[config.mk]
export PLATFORM = sky130hd
export DESIGN_NAME = fp64_divider_flat
export DESIGN_NICKNAME = d
export VERILOG_FILES = /design/src/rtl/fp64_divider_if.sv /design/src/rtl/fp64_divider.sv /design/src/flat_wrapper.sv
export SDC_FILE = /design/constraint.sdc
export NUM_CORES = 1
export LEC_CHECK = 0
export BUFFER_PORTS_ARGS = -buffer_cell sky130_fd_sc_hd__buf_2
export CORE_ASPECT_RATIO = 1.25
export CORE_MARGIN = 2
export CORE_UTILIZATION = 55
export DETAILED_ROUTE_END_ITERATION = 10
export PLACE_DENSITY_LB_ADDON = 0.3
export SLEW_MARGIN = 30
export SYNTH_ARGS = -nofsm -noshare
export SYNTH_HDL_FRONTEND = slang
export SYNTH_SLANG_ARGS = --single-unit
export TNS_END_PERCENT = 5
[constraint.sdc]
create_clock -name clk -period 3.8 [get_ports clk]
set_input_delay 0.76 -clock clk [delete_from_list [all_inputs] [get_ports clk]]
set_output_delay 0.76 -clock clk [all_outputs]
set_load 0.01 [all_outputs]
[src/rtl/fp64_divider_if.sv]
// -----------------------------------------------------------------------------
// fp64_divider_if
// Request/response bundle for the binary64 divider.
//   master (requester): drives start, a, b; observes busy, done, quo
//   slave  (divider)  : observes start, a, b; drives busy, done, quo
//   start : request, taken only while busy=0
//   a, b  : dividend / divisor, captured on the accepting edge
//   busy  : operation in flight
//   done  : one-cycle pulse, quo valid from that cycle
//   quo   : quotient, held until the next done
// -----------------------------------------------------------------------------
interface fp64_divider_if;
    logic        start;
    logic [63:0] a;
    logic [63:0] b;
    logic        busy;
    logic        done;
    logic [63:0] quo;

    modport master (output start, a, b, input  busy, done, quo);
    modport slave  (input  start, a, b, output busy, done, quo);
endinterface

[src/rtl/fp64_divider.sv]
// -----------------------------------------------------------------------------
// fp64_divider
// Iterative IEEE-754 binary64 divider: restoring division, one quotient bit
// per cycle, truncating rounding, subnormals flushed to zero. Every operand
// class, special cases included, takes the same 55-cycle latency.
//   clk : clock, rising edge
//   rst : synchronous reset, active high; aborts any in-flight operation
//   bus : fp64_divider_if.slave (start/a/b in, busy/done/quo out)
// -----------------------------------------------------------------------------
module fp64_divider (
    input  logic          clk,
    input  logic          rst,
    fp64_divider_if.slave bus
);

    typedef enum logic [1:0] {IDLE, DIV, NORM} state_t;

    // Result class decided at accept time; NORM only uses it to select output.
    typedef enum logic [1:0] {CLS_FIN, CLS_NAN, CLS_INF, CLS_ZERO} cls_t;

    typedef struct packed {
        logic               sign;
        logic signed [12:0] exp;   // ea - eb + bias, before normalisation
        cls_t               cls;
    } op_t;

    localparam logic [63:0] QNAN = 64'h7FF8_0000_0000_0000;

    state_t      state_q, state_d;
    logic [5:0]  cnt_q,   cnt_d;
    logic [53:0] rem_q,   rem_d;
    logic [53:0] q_q,     q_d;
    logic [52:0] mb_q,    mb_d;
    op_t         op_q,    op_d;
    logic [63:0] quo_q,   quo_d;
    logic        done_q,  done_d;

    // ---------------- operand decode (used only on the accepting edge) -------
    logic [10:0] ea, eb;
    logic [51:0] fa, fb;
    logic        a_nan, b_nan, a_inf, b_inf, a_zero, b_zero;
    cls_t        in_cls;

    always_comb begin
        ea     = bus.a[62:52];
        eb     = bus.b[62:52];
        fa     = bus.a[51:0];
        fb     = bus.b[51:0];
        a_nan  = (ea == 11'h7FF) && (fa != '0);
        b_nan  = (eb == 11'h7FF) && (fb != '0);
        a_inf  = (ea == 11'h7FF) && (fa == '0);
        b_inf  = (eb == 11'h7FF) && (fb == '0);
        a_zero = (ea == 11'h000);   // subnormals count as zero
        b_zero = (eb == 11'h000);
        if (a_nan || b_nan || (a_zero && b_zero) || (a_inf && b_inf))
            in_cls = CLS_NAN;
        else if (a_inf || b_zero)
            in_cls = CLS_INF;
        else if (a_zero || b_inf)
            in_cls = CLS_ZERO;
        else
            in_cls = CLS_FIN;
    end

    // ---------------- restoring step -----------------------------------------
    // Invariant: rem < 2*mb, so after a successful subtract the difference is
    // below mb and fits in 53 bits; the modulo-2^53 subtract is exact.
    logic        ge;
    logic [52:0] diff;

    always_comb begin
        ge   = (rem_q >= {1'b0, mb_q});
        diff = ge ? (rem_q[52:0] - mb_q) : rem_q[52:0];
    end

    // ---------------- normalise + pack ---------------------------------------
    logic signed [12:0] exp_n;
    logic [51:0]        frac_n;
    logic [63:0]        norm_res;

    always_comb begin
        exp_n  = q_q[53] ? op_q.exp : (op_q.exp - 13'sd1);
        frac_n = q_q[53] ? q_q[52:1] : q_q[51:0];
        case (op_q.cls)
            CLS_NAN:  norm_res = QNAN;
            CLS_INF:  norm_res = {op_q.sign, 11'h7FF, 52'h0};
            CLS_ZERO: norm_res = {op_q.sign, 63'h0};
            default: begin
                if (exp_n >= 13'sd2047)
                    norm_res = {op_q.sign, 11'h7FF, 52'h0};
                else if (exp_n <= 13'sd0)
                    norm_res = {op_q.sign, 63'h0};
                else
                    norm_res = {op_q.sign, exp_n[10:0], frac_n};
            end
        endcase
    end

    // ---------------- next state ---------------------------------------------
    always_comb begin
        state_d = state_q;
        cnt_d   = cnt_q;
        rem_d   = rem_q;
        q_d     = q_q;
        mb_d    = mb_q;
        op_d    = op_q;
        quo_d   = quo_q;
        done_d  = 1'b0;
        case (state_q)
            IDLE: begin
                if (bus.start) begin
                    state_d     = DIV;
                    cnt_d       = '0;
                    rem_d       = {2'b01, fa};
                    q_d         = '0;
                    mb_d        = {1'b1, fb};
                    op_d.sign   = bus.a[63] ^ bus.b[63];
                    op_d.exp    = $signed({2'b00, ea}) - $signed({2'b00, eb}) + 13'sd1023;
                    op_d.cls    = in_cls;
                end
            end
            DIV: begin
                rem_d = {diff, 1'b0};
                q_d   = {q_q[52:0], ge};
                cnt_d = cnt_q + 6'd1;
                if (cnt_q == 6'd53)
                    state_d = NORM;
            end
            NORM: begin
                state_d = IDLE;
                quo_d   = norm_res;
                done_d  = 1'b1;
            end
            default: state_d = IDLE;
        endcase
    end

    always_ff @(posedge clk) begin
        if (rst) begin
            state_q <= IDLE;
            cnt_q   <= '0;
            rem_q   <= '0;
            q_q     <= '0;
            mb_q    <= '0;
            op_q    <= '0;
            quo_q   <= '0;
            done_q  <= 1'b0;
        end else begin
            state_q <= state_d;
            cnt_q   <= cnt_d;
            rem_q   <= rem_d;
            q_q     <= q_d;
            mb_q    <= mb_d;
            op_q    <= op_d;
            quo_q   <= quo_d;
            done_q  <= done_d;
        end
    end

    assign bus.busy = (state_q != IDLE);
    assign bus.done = done_q;
    assign bus.quo  = quo_q;

endmodule
[src/flat_wrapper.sv]
// flat-port wrapper written by rule: the top's interface ports become plain ports
module fp64_divider_flat 
  (clk, rst, bus_start, bus_a, bus_b, bus_busy, bus_done, bus_quo);
  fp64_divider_if bus_i ();
  input  logic clk;
  input  logic rst;
  input wire logic [$bits(bus_i.start)-1:0] bus_start;
  input wire logic [$bits(bus_i.a)-1:0] bus_a;
  input wire logic [$bits(bus_i.b)-1:0] bus_b;
  output wire logic [$bits(bus_i.busy)-1:0] bus_busy;
  output wire logic [$bits(bus_i.done)-1:0] bus_done;
  output wire logic [$bits(bus_i.quo)-1:0] bus_quo;
  assign bus_i.start = bus_start;
  assign bus_i.a = bus_a;
  assign bus_i.b = bus_b;
  assign bus_busy = bus_i.busy;
  assign bus_done = bus_i.done;
  assign bus_quo = bus_i.quo;
  fp64_divider u_core (.clk(clk), .rst(rst), .bus(bus_i));
endmodule
### Word-level counts from Yosys, hierarchy flattened

Index checks and enable logic that the tools add are counted.

* add/sub/neg operators: 5
* multiply operators: 0
* div/mod/pow operators: 0
* $lt $le $gt $ge: 3
* equality and inequality tests: 10
* shifts and indexed selects: 0
* muxes and demuxes: 19
* bitwise logic cells: 1
* reduce and logical (&&, ||, !) cells: 23

Operators by type and width (count)
* $pmux 54 s2: 2
* $pmux 64 s3: 1
* $mux 63: 2
* $mux 54: 2
* $logic_not 52->1: 2
* $reduce_bool 52->1: 2
* $ge 54x53->1: 1
* $mux 53: 1
* $sub 53x53->53: 1
* $mux 52: 1
* $eq 11x11->1 const B: 2
* $logic_not 11->1: 2
* $add 13x11->13 const B: 1
* $ge 13x12->1 const B: 1
* $le 13x1->1 const B: 1
* $mux 13: 1
* $sub 13x2->13 const B: 1
* $pmux 6 s2: 1
* $sub 11x11->12: 1
* $mux 2: 5
* $add 6x1->6 const B: 1
* $eq 2x2->1 const B: 3
* $eq 6x6->1 const B: 1
* $logic_and 1x1->1: 6
* other kinds (11): 19

* flip-flop bits (word level): 250
* latch bits: 0
* bits in writable memories: 0
* memory bits (read-only): 0
* input port bits: 131
* output and inout port bits: 66
* logic and storage cells: 71
* memories: 0

### Depth between registers and ports, before layout

* depth after elaboration: 6
* depth in mapped cells: 15
* mapped depth without buffers: 14

### Worst setup path before layout

Ideal clock, no wire load.

* kind: input to register
* from: in bus_a[52]
* to: reg u_core.op_q[11] (netlist name)
* setup time: 0.086 ns
* arrival time: 3.315 ns
* required time: 3.714 ns
* path slack: 0.399 ns
* stages: 14
* buffers on the path: 0
* cells stage by stage: inv_1 > ha_1 > inv_1 > fa_1 > a21o_1 > a21oi_1 > o21bai_1 > a21oi_1 > xnor2_1 > nor4_1 > and3_1 > nand2_1 > xnor2_1 > a211oi_1

* word-level cells in the longest chain between the ends: 2

Ends and longest elaborated chain
* from (decl): line flat_wrapper.sv:8 `input wire logic [$bits(bus_i.a)-1:0] bus_a;`
* $sub 11x11->12: line fp64_divider.sv:118 `op_d.exp = $signed({2'b00, ea}) - $signed({2'b00, eb}) + 13'sd1023;`
* $add 13x11->13: line fp64_divider.sv:118
* to (signal assigned): line fp64_divider.sv:154 `op_q <= op_d;`
* to (decl): line fp64_divider.sv:34 `op_t op_q, op_d;`

No other way between the ends.
A chain may end at the register's enable or synchronous reset.

### Final worst setup path

* from: reg u_core.mb_q[19]
* to: reg u_core.rem_q[4]

* word-level cells in the longest chain between the ends: 3

Ends and longest elaborated chain
* from (decl): line fp64_divider.sv:33 `logic [52:0] mb_q, mb_d;`
* from (signal assigned): line fp64_divider.sv:153 `mb_q <= mb_d;`
* $ge 54x53->1: line fp64_divider.sv:72 `ge = (rem_q >= {1'b0, mb_q});`
* $mux 53: line fp64_divider.sv:73 `diff = ge ? (rem_q[52:0] - mb_q) : rem_q[52:0];`
* $pmux 54 s2: line fp64_divider.sv:109 `case (state_q)`
* to (signal assigned): line fp64_divider.sv:151 `rem_q <= rem_d;`
* to (decl): line fp64_divider.sv:31 `logic [53:0] rem_q, rem_d;`

No other way between the ends.

==> flow_metrics.env <==
export IMPL_vdd_drop_max_uv=327
export IMPL_finClkSkew_ps=25.7
export IMPL_yosys_top_cells_area="dfxtp_1, nand2_1, ha_1"
export IMPL_grt_max_degree=82
export IMPL_synthArstFlopShare_pct=0
export IMPL_arrival_ps=3940
export IMPL_outcome="finished clean"
export IMPL_synthFlopType="dfxtp_1"
export IMPL_p_seq_share_pct=32.4
export IMPL_hpwlAfterDp_um=29800
export IMPL_io_buffers=196
export IMPL_start_util_pct=55.9
export IMPL_cts_tree="built"
export IMPL_vias=14100
export IMPL_pre_cts_ws_ps=98.2
export IMPL_r2r_setup_slack_ps=280
export IMPL_drive_gt1_share_pct=14.7
export IMPL_layout_nets=2213
export IMPL_first_iter_violations=733
export IMPL_intPower_mw=5.75
export IMPL_postSynthAreaPerCell_um2=7.77
export IMPL_firstDrtPassIters=5
export IMPL_hold_buffers=0
export IMPL_cts_root_buf="clkbuf_16"
export IMPL_finalWorstSetupSlack_ps=281
export IMPL_syn_to_final_growth_pct=15.5
export IMPL_cts_buffer_depth=3
export IMPL_fmax_mhz=284
export IMPL_fin_util_pct=64.5
export IMPL_cts_buffers=25
export IMPL_wire_per_inst_um=17.1
export IMPL_route_detailed_drc=0
export IMPL_setup_viol_count_final=0
export IMPL_io_pins=197
export IMPL_die_h_um=185
export IMPL_htreeDepth=1
export IMPL_clkTransAtPathRegs_ps=70
export IMPL_post_cts_setup_buffer_count=0
export IMPL_pwr_share_clk_pct=31.1
export IMPL_hold_viol=0
export IMPL_grtUsageTotal_pct=28.5
export IMPL_yosys_warnings=0
export IMPL_grt_ovfl_total=0
export IMPL_wl_um=40500
export IMPL_layout_common_cells="nand2_1, dfxtp_1, buf_2"
export IMPL_worstMarginPinSlew_ps=966
export IMPL_fin_crit_sh_pct=92.6
export IMPL_tns_ps=0
export IMPL_reg2reg_depth=13
export IMPL_synth_cell_types=82
export IMPL_power_density_nw_per_um2=533
export IMPL_max_cap_viol_count=0
export IMPL_core_um2=25900
export IMPL_min_from="u_core.bus.quo[12]"
export IMPL_stdcell_count=2366
export IMPL_cp_max_fo=31
export IMPL_dp_cells=2321
export IMPL_r2r_end="u_core.rem_q[4]"
export IMPL_grt_pass1_vias=13300
export IMPL_worstSetupStartpointType="flip-flop"
export IMPL_routabilityCongestion=0.961
export IMPL_totalPowerFinal_mw=8.92
export IMPL_place_area_um2=15800
export IMPL_r2r_start="u_core.mb_q[19]"
export IMPL_p_switching_mw=3.17
export IMPL_hp_class="flip-flop to flip-flop"
export IMPL_holdPathEnd="u_core.bus.quo[12]"
export IMPL_ys_seq_elements=250
export IMPL_finalInstanceArea_um2=16700
export IMPL_dieArea_um2=27700
export IMPL_cts_resized_gates=0
export IMPL_synth_largest_area_cell="dfxtp_1"
export IMPL_synth_area_um2=14500
export IMPL_synth_seq_area_share_pct=34.5
export IMPL_layout_commonest_cell="nand2_1"
export IMPL_hold_path_depth=2
export IMPL_power_leakage_nw=6.92
export IMPL_cp_required_ps=4220
export IMPL_rsz0062_at_grt="false"
export IMPL_yosysTopAreaCellShare_pct=34.5
export IMPL_p_comb_share_pct=36.4
export IMPL_synthCells=1864
export IMPL_antenna_found_initial=1
export IMPL_clk_latency_ps=540
export IMPL_period_needed_ps=3520
export IMPL_drt_vias_per_instance=5.95
export IMPL_antenna_left=0
export IMPL_clkSinkCount=250
export IMPL_synth_edff_count=0
export IMPL_critical_path_class="flip-flop to flip-flop"
export IMPL_endpoint_kind="flip-flop"
export IMPL_maxSlewHeadroom_pct=35.6
export IMPL_slew_viol_final=0
export IMPL_fp_dieW_um=149
export IMPL_grt_first_pass_wirelength_um=64700
export IMPL_rows=66
export IMPL_holdWs_ps=445
export IMPL_p_sw_share_pct=35.5
export IMPL_syn_nets=2069
[worst max-delay path: stages, from the launching register on]
cell	delay, ps
dfxtp_1	350
inv_1	60
ha_1	380
a21oi_1	140
o21ai_0	450
nor2_1	130
and2_0	210
a211oi_2	290
nor4b_2	90
or2_2	380
buf_12	190
a211oi_1	210
a211oi_1	100
a311oi_1	390
[layout make-up]
cell class	instances	area (um^2)
Antenna cell	1	2.50
Clock buffer	33	737
Tap cell	340	425
Timing Repair Buffer	228	1290
Multi-Input combinational cell	1410	8730
Sequential cell	250	5010
Fill cell	2293	9200
Clock inverter	11	194
Inverter	93	349
[registers in the layout (all words and copies together), names as in the netlist]
name             count
u_core.bus.done      1
u_core.bus.quo      64
u_core.cnt_q         6
u_core.mb_q         53
u_core.op_q         16
u_core.q_q          54
u_core.rem_q        54
u_core.state_q       2
[routing by layer]
layer / GRT usage, % / routed length [um]
met5: 0 / 13
met4: 12.4 / 1620
met3: 2.75 / 2150
met2: 51.2 / 19600
met1: 34.5 / 17100
[power groups by stage]
stage / clock [mW] / combinational [mW] / sequential [mW]
2_1_floorplan: 0 / 2.39 / 2.90
3_3_place_gp: 0 / 3.14 / 2.94
3_5_place_dp: 0 / 3.17 / 2.95
4_1_cts: 2.80 / 3.20 / 2.89
5_1_grt: 2.92 / 3.59 / 2.91
6_report: 2.78 / 3.25 / 2.90
[worst max path at each step]
stage,startpoint,end,slack (ps),cells past startpoint
floorplan,bus_a[52],u_core.op_q[11],400,14
global placement,bus_a[52],u_core.op_q[13],170,15
finish,u_core.mb_q[19],u_core.rem_q[4],280,13
detailed placement,bus_a[52],u_core.op_q[13],100,15
global route,u_core.rem_q[0],u_core.rem_q[53],80,13
CTS,u_core.rem_q[0],u_core.rem_q[53],340,13
[Yosys cell counts, types with 12 or more instances]
| cell | instances |
|---|---|
| nand2_1 | 384 |
| dfxtp_1 | 250 |
| a21oi_1 | 156 |
| o21ai_0 | 97 |
| nor2_1 | 93 |
| inv_1 | 92 |
| clkbuf_1 | 89 |
| ha_1 | 72 |
| mux2i_1 | 62 |
| a22o_1 | 58 |
| nand3_1 | 51 |
| nor4_1 | 47 |
| xnor2_1 | 45 |
| a21o_1 | 35 |
| a211oi_1 | 29 |
| nand4_1 | 25 |
| xor2_1 | 24 |
| a31oi_1 | 23 |
| a311oi_1 | 19 |
| nor3_1 | 19 |
| o21bai_1 | 15 |
| nor2b_1 | 13 |
| a221oi_1 | 12 |
[cells by family after synthesis]
| kind of cell | Yosys count | share of synthesized area, % |
|---|---|---|
| AND/OR/NAND/NOR | 682 | 21.1 |
| XOR/XNOR | 69 | 4.17 |
| buffers and inverters | 204 | 5.45 |
| AO/OA/AOI/OAI | 522 | 23.9 |
| flip-flops | 250 | 34.5 |
| multiplexers | 63 | 4.36 |
| adder cells (fa/ha/maj) | 74 | 6.49 |
Note: power is estimated with default switching activity, not from simulation.
